<file path="config.mk">
export PLATFORM = sky130hd
export DESIGN_NAME = ss_dump_arb
export DESIGN_NICKNAME = d
export VERILOG_FILES = /design/src/rtl/ss_dump_arb.sv
export SDC_FILE = /design/constraint.sdc
export NUM_CORES = 1
export LEC_CHECK = 0
export BUFFER_PORTS_ARGS = -buffer_cell sky130_fd_sc_hd__buf_2
export CORE_MARGIN = 4
export CORE_UTILIZATION = 45
export CTS_BUF_LIST = sky130_fd_sc_hd__clkbuf_4
export DETAILED_ROUTE_END_ITERATION = 16
export PLACE_DENSITY = 0.74
export SLEW_MARGIN = 10
export SYNTH_ARGS = -nofsm -noshare
export SYNTH_HDL_FRONTEND = slang
export SYNTH_SLANG_ARGS = --single-unit
</file>
<file path="constraint.sdc">
create_clock -name clk -period 9.95 [get_ports clk]
set_input_delay 0.4975 -clock clk [delete_from_list [all_inputs] [get_ports clk]]
set_output_delay 0.4975 -clock clk [all_outputs]
set_load 0.01 [all_outputs]
</file>
<file path="src/rtl/ss_dump_arb.sv">
// Snapshot-port arbiter: CPU byte accesses always win; the dump engine streams a
// contiguous address range through a 2-entry FIFO so no read byte is ever dropped.
module ss_dump_arb #(
  parameter int unsigned AW = 11,
  parameter int unsigned DW = 8
) (
  input  logic          clk,
  input  logic          sys_rst_n,
  input  logic          cpu_req,
  input  logic          cpu_we,
  input  logic [AW-1:0] cpu_addr,
  input  logic [DW-1:0] cpu_wdat,
  output logic          cpu_ack,
  output logic [DW-1:0] cpu_rdat,
  input  logic          dmp_start,
  input  logic          dmp_abort,
  input  logic [AW-1:0] dmp_base,
  input  logic [AW:0]   dmp_len,
  output logic          dmp_busy,
  output logic          dmp_done,
  output logic [DW-1:0] st_dat,
  output logic          st_vld,
  input  logic          st_rdy,
  output logic [AW-1:0] mem_addr,
  output logic          mem_we,
  output logic [DW-1:0] mem_wdat,
  input  logic [DW-1:0] mem_rdat
);

  typedef enum logic [1:0] {StIdle, StRun, StDrain} state_e;

  state_e               state_q, state_d;
  logic [AW-1:0]        rd_ptr_q, rd_ptr_d;
  logic [AW:0]          remain_q, remain_d;
  logic                 inflight_q, inflight_d;
  logic [1:0][DW-1:0]   fifo_q, fifo_d;
  logic                 fifo_wp_q, fifo_wp_d;
  logic                 fifo_rp_q, fifo_rp_d;
  logic [1:0]           fifo_cnt_q, fifo_cnt_d;
  logic                 done_q, done_d;
  logic                 cpu_ack_q, cpu_ack_d;

  logic                 pop;
  logic                 issue;
  logic                 flush;
  logic [2:0]           occ;

  // Occupancy counts the byte leaving this cycle so a full-rate stream keeps one
  // read in flight every cycle without ever exceeding two buffered/outstanding.
  always_comb begin
    pop   = (fifo_cnt_q != 2'd0) && st_rdy;
    occ   = 3'(fifo_cnt_q) + 3'(inflight_q) - 3'(pop);
    issue = (state_q == StRun) && !cpu_req && !dmp_abort && (occ < 3'd2);
  end

  always_comb begin
    state_d    = state_q;
    rd_ptr_d   = rd_ptr_q;
    remain_d   = remain_q;
    done_d     = 1'b0;
    flush      = 1'b0;
    inflight_d = issue;
    cpu_ack_d  = cpu_req;
    fifo_d     = fifo_q;
    fifo_wp_d  = fifo_wp_q;
    fifo_rp_d  = fifo_rp_q;
    fifo_cnt_d = fifo_cnt_q + 2'(inflight_q) - 2'(pop);

    if (inflight_q) begin
      fifo_d[fifo_wp_q] = mem_rdat;
      fifo_wp_d         = ~fifo_wp_q;
    end
    if (pop) begin
      fifo_rp_d = ~fifo_rp_q;
    end

    unique case (state_q)
      StIdle: begin
        if (dmp_start) begin
          if (dmp_len != '0) begin
            rd_ptr_d = dmp_base;
            remain_d = dmp_len;
            state_d  = StRun;
          end else begin
            done_d = 1'b1;
          end
        end
      end
      StRun: begin
        if (dmp_abort) begin
          flush = 1'b1;
        end else if (issue) begin
          rd_ptr_d = rd_ptr_q + AW'(1);
          remain_d = remain_q - (AW+1)'(1);
          if (remain_q == (AW+1)'(1)) begin
            state_d = StDrain;
          end
        end
      end
      StDrain: begin
        if (dmp_abort) begin
          flush = 1'b1;
        end else if ((fifo_cnt_d == 2'd0) && !inflight_q) begin
          done_d  = 1'b1;
          state_d = StIdle;
        end
      end
      default: state_d = StIdle;
    endcase

    // Abort drops buffered bytes and the read currently on the memory bus.
    if (flush) begin
      state_d    = StIdle;
      inflight_d = 1'b0;
      fifo_cnt_d = 2'd0;
      fifo_wp_d  = 1'b0;
      fifo_rp_d  = 1'b0;
    end
  end

  always_ff @(posedge clk) begin
    if (!sys_rst_n) begin
      state_q    <= StIdle;
      rd_ptr_q   <= '0;
      remain_q   <= '0;
      inflight_q <= 1'b0;
      fifo_q     <= '0;
      fifo_wp_q  <= 1'b0;
      fifo_rp_q  <= 1'b0;
      fifo_cnt_q <= 2'd0;
      done_q     <= 1'b0;
      cpu_ack_q  <= 1'b0;
    end else begin
      state_q    <= state_d;
      rd_ptr_q   <= rd_ptr_d;
      remain_q   <= remain_d;
      inflight_q <= inflight_d;
      fifo_q     <= fifo_d;
      fifo_wp_q  <= fifo_wp_d;
      fifo_rp_q  <= fifo_rp_d;
      fifo_cnt_q <= fifo_cnt_d;
      done_q     <= done_d;
      cpu_ack_q  <= cpu_ack_d;
    end
  end

  always_comb begin
    mem_addr = cpu_req ? cpu_addr : rd_ptr_q;
    mem_we   = cpu_req & cpu_we;
    mem_wdat = cpu_req ? cpu_wdat : '0;
    cpu_ack  = cpu_ack_q;
    cpu_rdat = cpu_ack_q ? mem_rdat : '0;
    dmp_busy = (state_q != StIdle);
    dmp_done = done_q;
    st_vld   = (fifo_cnt_q != 2'd0);
    st_dat   = fifo_q[fifo_rp_q];
  end

endmodule

</file>
==> results_dict.tcl <==
set metrics [dict create \
    hold-worst-slack_ns 0.336 \
    port_buffers 96 \
    vias 2927 \
    synth.distinct_cells 54 \
    synth_area_um2 2880 \
    cts_tree "built" \
    hold_path_class "in -> reg" \
    clock_latency_ns 0.37 \
    rr_startpoint "fifo_cnt_q[1]$_SDFF_PP0_" \
    grt_setup_unrepaired "no" \
    final_common_cell "buf_2" \
    critPathBufInv 2 \
    postCtsSetupBuffers 0 \
    wl_per_cell_um 14.7 \
    yosys_warnings 0 \
    antenna_cells 0 \
    drive_gt1_frac 0.290 \
    ir_drop_uv 128 \
    path_class "reg -> reg" \
    wl_met1_mm 3.36 \
    postCtsResizedCells 0 \
    grt_usage 0.195 \
    crit_path_max_fanout 15 \
    clock.fmax_mhz 268 \
    cts_buffers 5 \
    dieArea_um2 7740 \
    first_pass_iters 5 \
    worstSetupStartpoint "fifo_cnt_q[1]$_SDFF_PP0_" \
    drv_cap 0 \
    ys.flop_type "dfxtp_1" \
    slowest_stage "nor3_2" \
    slew-limit-headroom 0.195 \
    yosys.area.top_type "dfxtp_1" \
    async_reset_ff_frac 0 \
    clk_pin_slew_ns 0.15 \
    slew_viol_final 0 \
    synth_top_area_share 0.334 \
    ant_nets 0 \
    synth_seq_area_share 0.334 \
    tightestPinTransition_ns 1.20 \
    grt_overflow_total 0 \
    hold_start "dmp_base[7]" \
    cpPeakStageDelay_ns 0.76 \
    die_h_um 88.0 \
    dr_wl_met3_um 618 \
    cellPowerDensity_nw_per_um2 199 \
    hold_depth 2 \
    synthCells 362 \
    cp-end-kind "flip-flop" \
    grt_first_pass_wirelength_mm 12.0 \
    die_x_um 88.0 \
    synth_edf_count 0 \
    fin_tns_setup_ns 0 \
    final_cell_mix "96 x buf_2, 56 x nand2_1, 48 x dfxtp_1, 32 x a21oi_1, 20 x and2_1" \
    finalSetupViolCount 0 \
    io_pins 97 \
    synth.net_count 429 \
    cp-start-kind "flip-flop" \
    top_layer "met4" \
    ys_top_cells_by_area "dfxtp_1 33%, nand2_1 7.3%, mux2_2 6.7%" \
    via_per_inst 5.63 \
    drt_iter0_markers 131 \
    cp.required_ns 10.22 \
    dp_hpwl_mm 5.53 \
    syn_area_per_cell_um2 7.95 \
    fin_nets 511 \
    coreArea_um2 6060 \
    grt_pass1_vias 2529 \
    ys_ff_latch 48 \
    r2r-end "remain_q[5]$_SDFFE_PN0P_" \
    p_leak_uw 0.00149 \
    crit_path_cell_trace "inv_1 -> nand2_1 -> and2_1 -> ha_1 -> inv_1 -> ha_1 -> fa_1 -> or4b_4 -> o22a_4 -> nor3_2 -> a21oi_1 -> a211o_1" \
    antenna_found_initial 0 \
    fin_crit_sh 0.375 \
    root_buffer "clkbuf_4" \
    grt_max_degree 40 \
    clockBufferDepth 2 \
    r2r_cells 12 \
    finalHoldViolations 0 \
    min_to "rd_ptr_q[7]$_SDFFE_PN0P_" \
    status "finished clean" \
    ctsHtreeMaxLevel 2 \
    place_congestion 0.840 \
    rrSetupSlack_ns 6.21 \
    crit_family "simple AND/OR/NAND/NOR gates" \
    initial_core_util 0.475 \
    final_util 0.563 \
    area_delta_synth_final_pct 18.7 \
    cts.sinks 48 \
    ctsHoldBuffers 0 \
    drc_errors 0 \
    route.met2.wl_mm 3.57 \
    routed_wirelength_mm 7.66 \
    skew_ns 0.0101 \
    worstPathArrival_ns 4.01 \
    rows 28 \
    fin_crit_ns 3.74 \
]
[kinds of logic after synthesis]
logic type / share of synthesized area
buffers and inverters: 0.0596
AND/OR/NAND/NOR: 0.274
flip-flops: 0.334
AO/OA/AOI/OAI: 0.190
XOR/XNOR: 0.00914
adder cells (fa/ha/maj): 0.0461
multiplexers: 0.0874
[per-stage QoR]
stage	setup slack [ns]	instance area (µm²)	power, µW	cells
6_report	6.21	3410	680	520
2_1_floorplan	6.62	2880	506	362
4_1_cts	6.21	3410	680	520
3_3_place_gp	6.17	3360	578	512
5_1_grt	5.97	3410	732	520
3_5_place_dp	6.13	3360	586	512
[synthesized netlist by cell type (2+ instances only)]
cell type / instances
a221o_1: 2
xnor2_1: 2
o31ai_1: 2
nand4_1: 6
mux2i_1: 6
buf_6: 2
a31o_2: 2
a31oi_1: 4
or3_1: 3
buf_2: 2
a21oi_1: 32
nand3_1: 13
a32oi_1: 5
inv_1: 18
a211oi_1: 4
o41ai_1: 2
nor3_2: 2
nor3_1: 8
and4_1: 2
and2_1: 20
nand2_1: 56
mux2_2: 17
dfxtp_1: 48
nor2_1: 18
o21ai_0: 10
and3_1: 5
a22oi_1: 4
o22ai_1: 2
nor2b_1: 4
nand3b_1: 4
nand2b_1: 3
ha_1: 9
or2_2: 2
o32ai_1: 2
nor4_1: 5
or4_1: 2
clkbuf_1: 17
[registers in the layout, indices dropped and copies added, names as in the netlist]
register / count
cpu_ack: 1
state_q: 2
fifo_rp_q: 1
rd_ptr_q: 11
inflight_q: 1
fifo_wp_q: 1
dmp_done: 1
fifo_q: 16
fifo_cnt_q: 2
remain_q: 12
[worst max-delay path by stage]
stage / end / slack, ns / depth (start not counted)
after floorplan: rd_ptr_q[4]$_SDFFE_PN0P_ / 6.62 / 13
after global placement: remain_q[5]$_SDFFE_PN0P_ / 6.17 / 11
after detailed placement: remain_q[5]$_SDFFE_PN0P_ / 6.13 / 11
after CTS: remain_q[5]$_SDFFE_PN0P_ / 6.21 / 12
after global routing: rd_ptr_q[7]$_SDFFE_PN0P_ / 5.97 / 12
final: remain_q[5]$_SDFFE_PN0P_ / 6.21 / 12
[routing by layer]
metal	vias to the layer above	track usage
li1	1457	-
met4	0	0.0669
met5	-	0
met3	10	0.0292
met1	1352	0.261
met2	108	0.321
[cell type report]
class | count | area, µm²
clock buffer | 5 | 37.5
clock inverter | 3 | 18.8
fill | 606 | 2650
inverter | 19 | 71.3
multi-input combinational | 273 | 1740
sequential | 48 | 961
tap | 75 | 93.8
timing repair buffer | 97 | 488
[power by group]
group | internal, µW | switching, µW | total [µW]
Clock | 26.7 | 67.2 | 94.0
Combinational | 129 | 185 | 314
Sequential | 229 | 42.5 | 272
Total | 385 | 294 | 680
[worst reg2reg max path: cells and delay by family (launching register included)]
family / cells / cell delay [ns]
AOI/OAI and AO/OA: 3 / 0.65
adders and majority gates: 3 / 0.95
buffers and inverters: 2 / 0.13
DFF: 1 / 0.35
and+or+nand+nor: 4 / 1.57
Power figures use the tool's default switching activity.
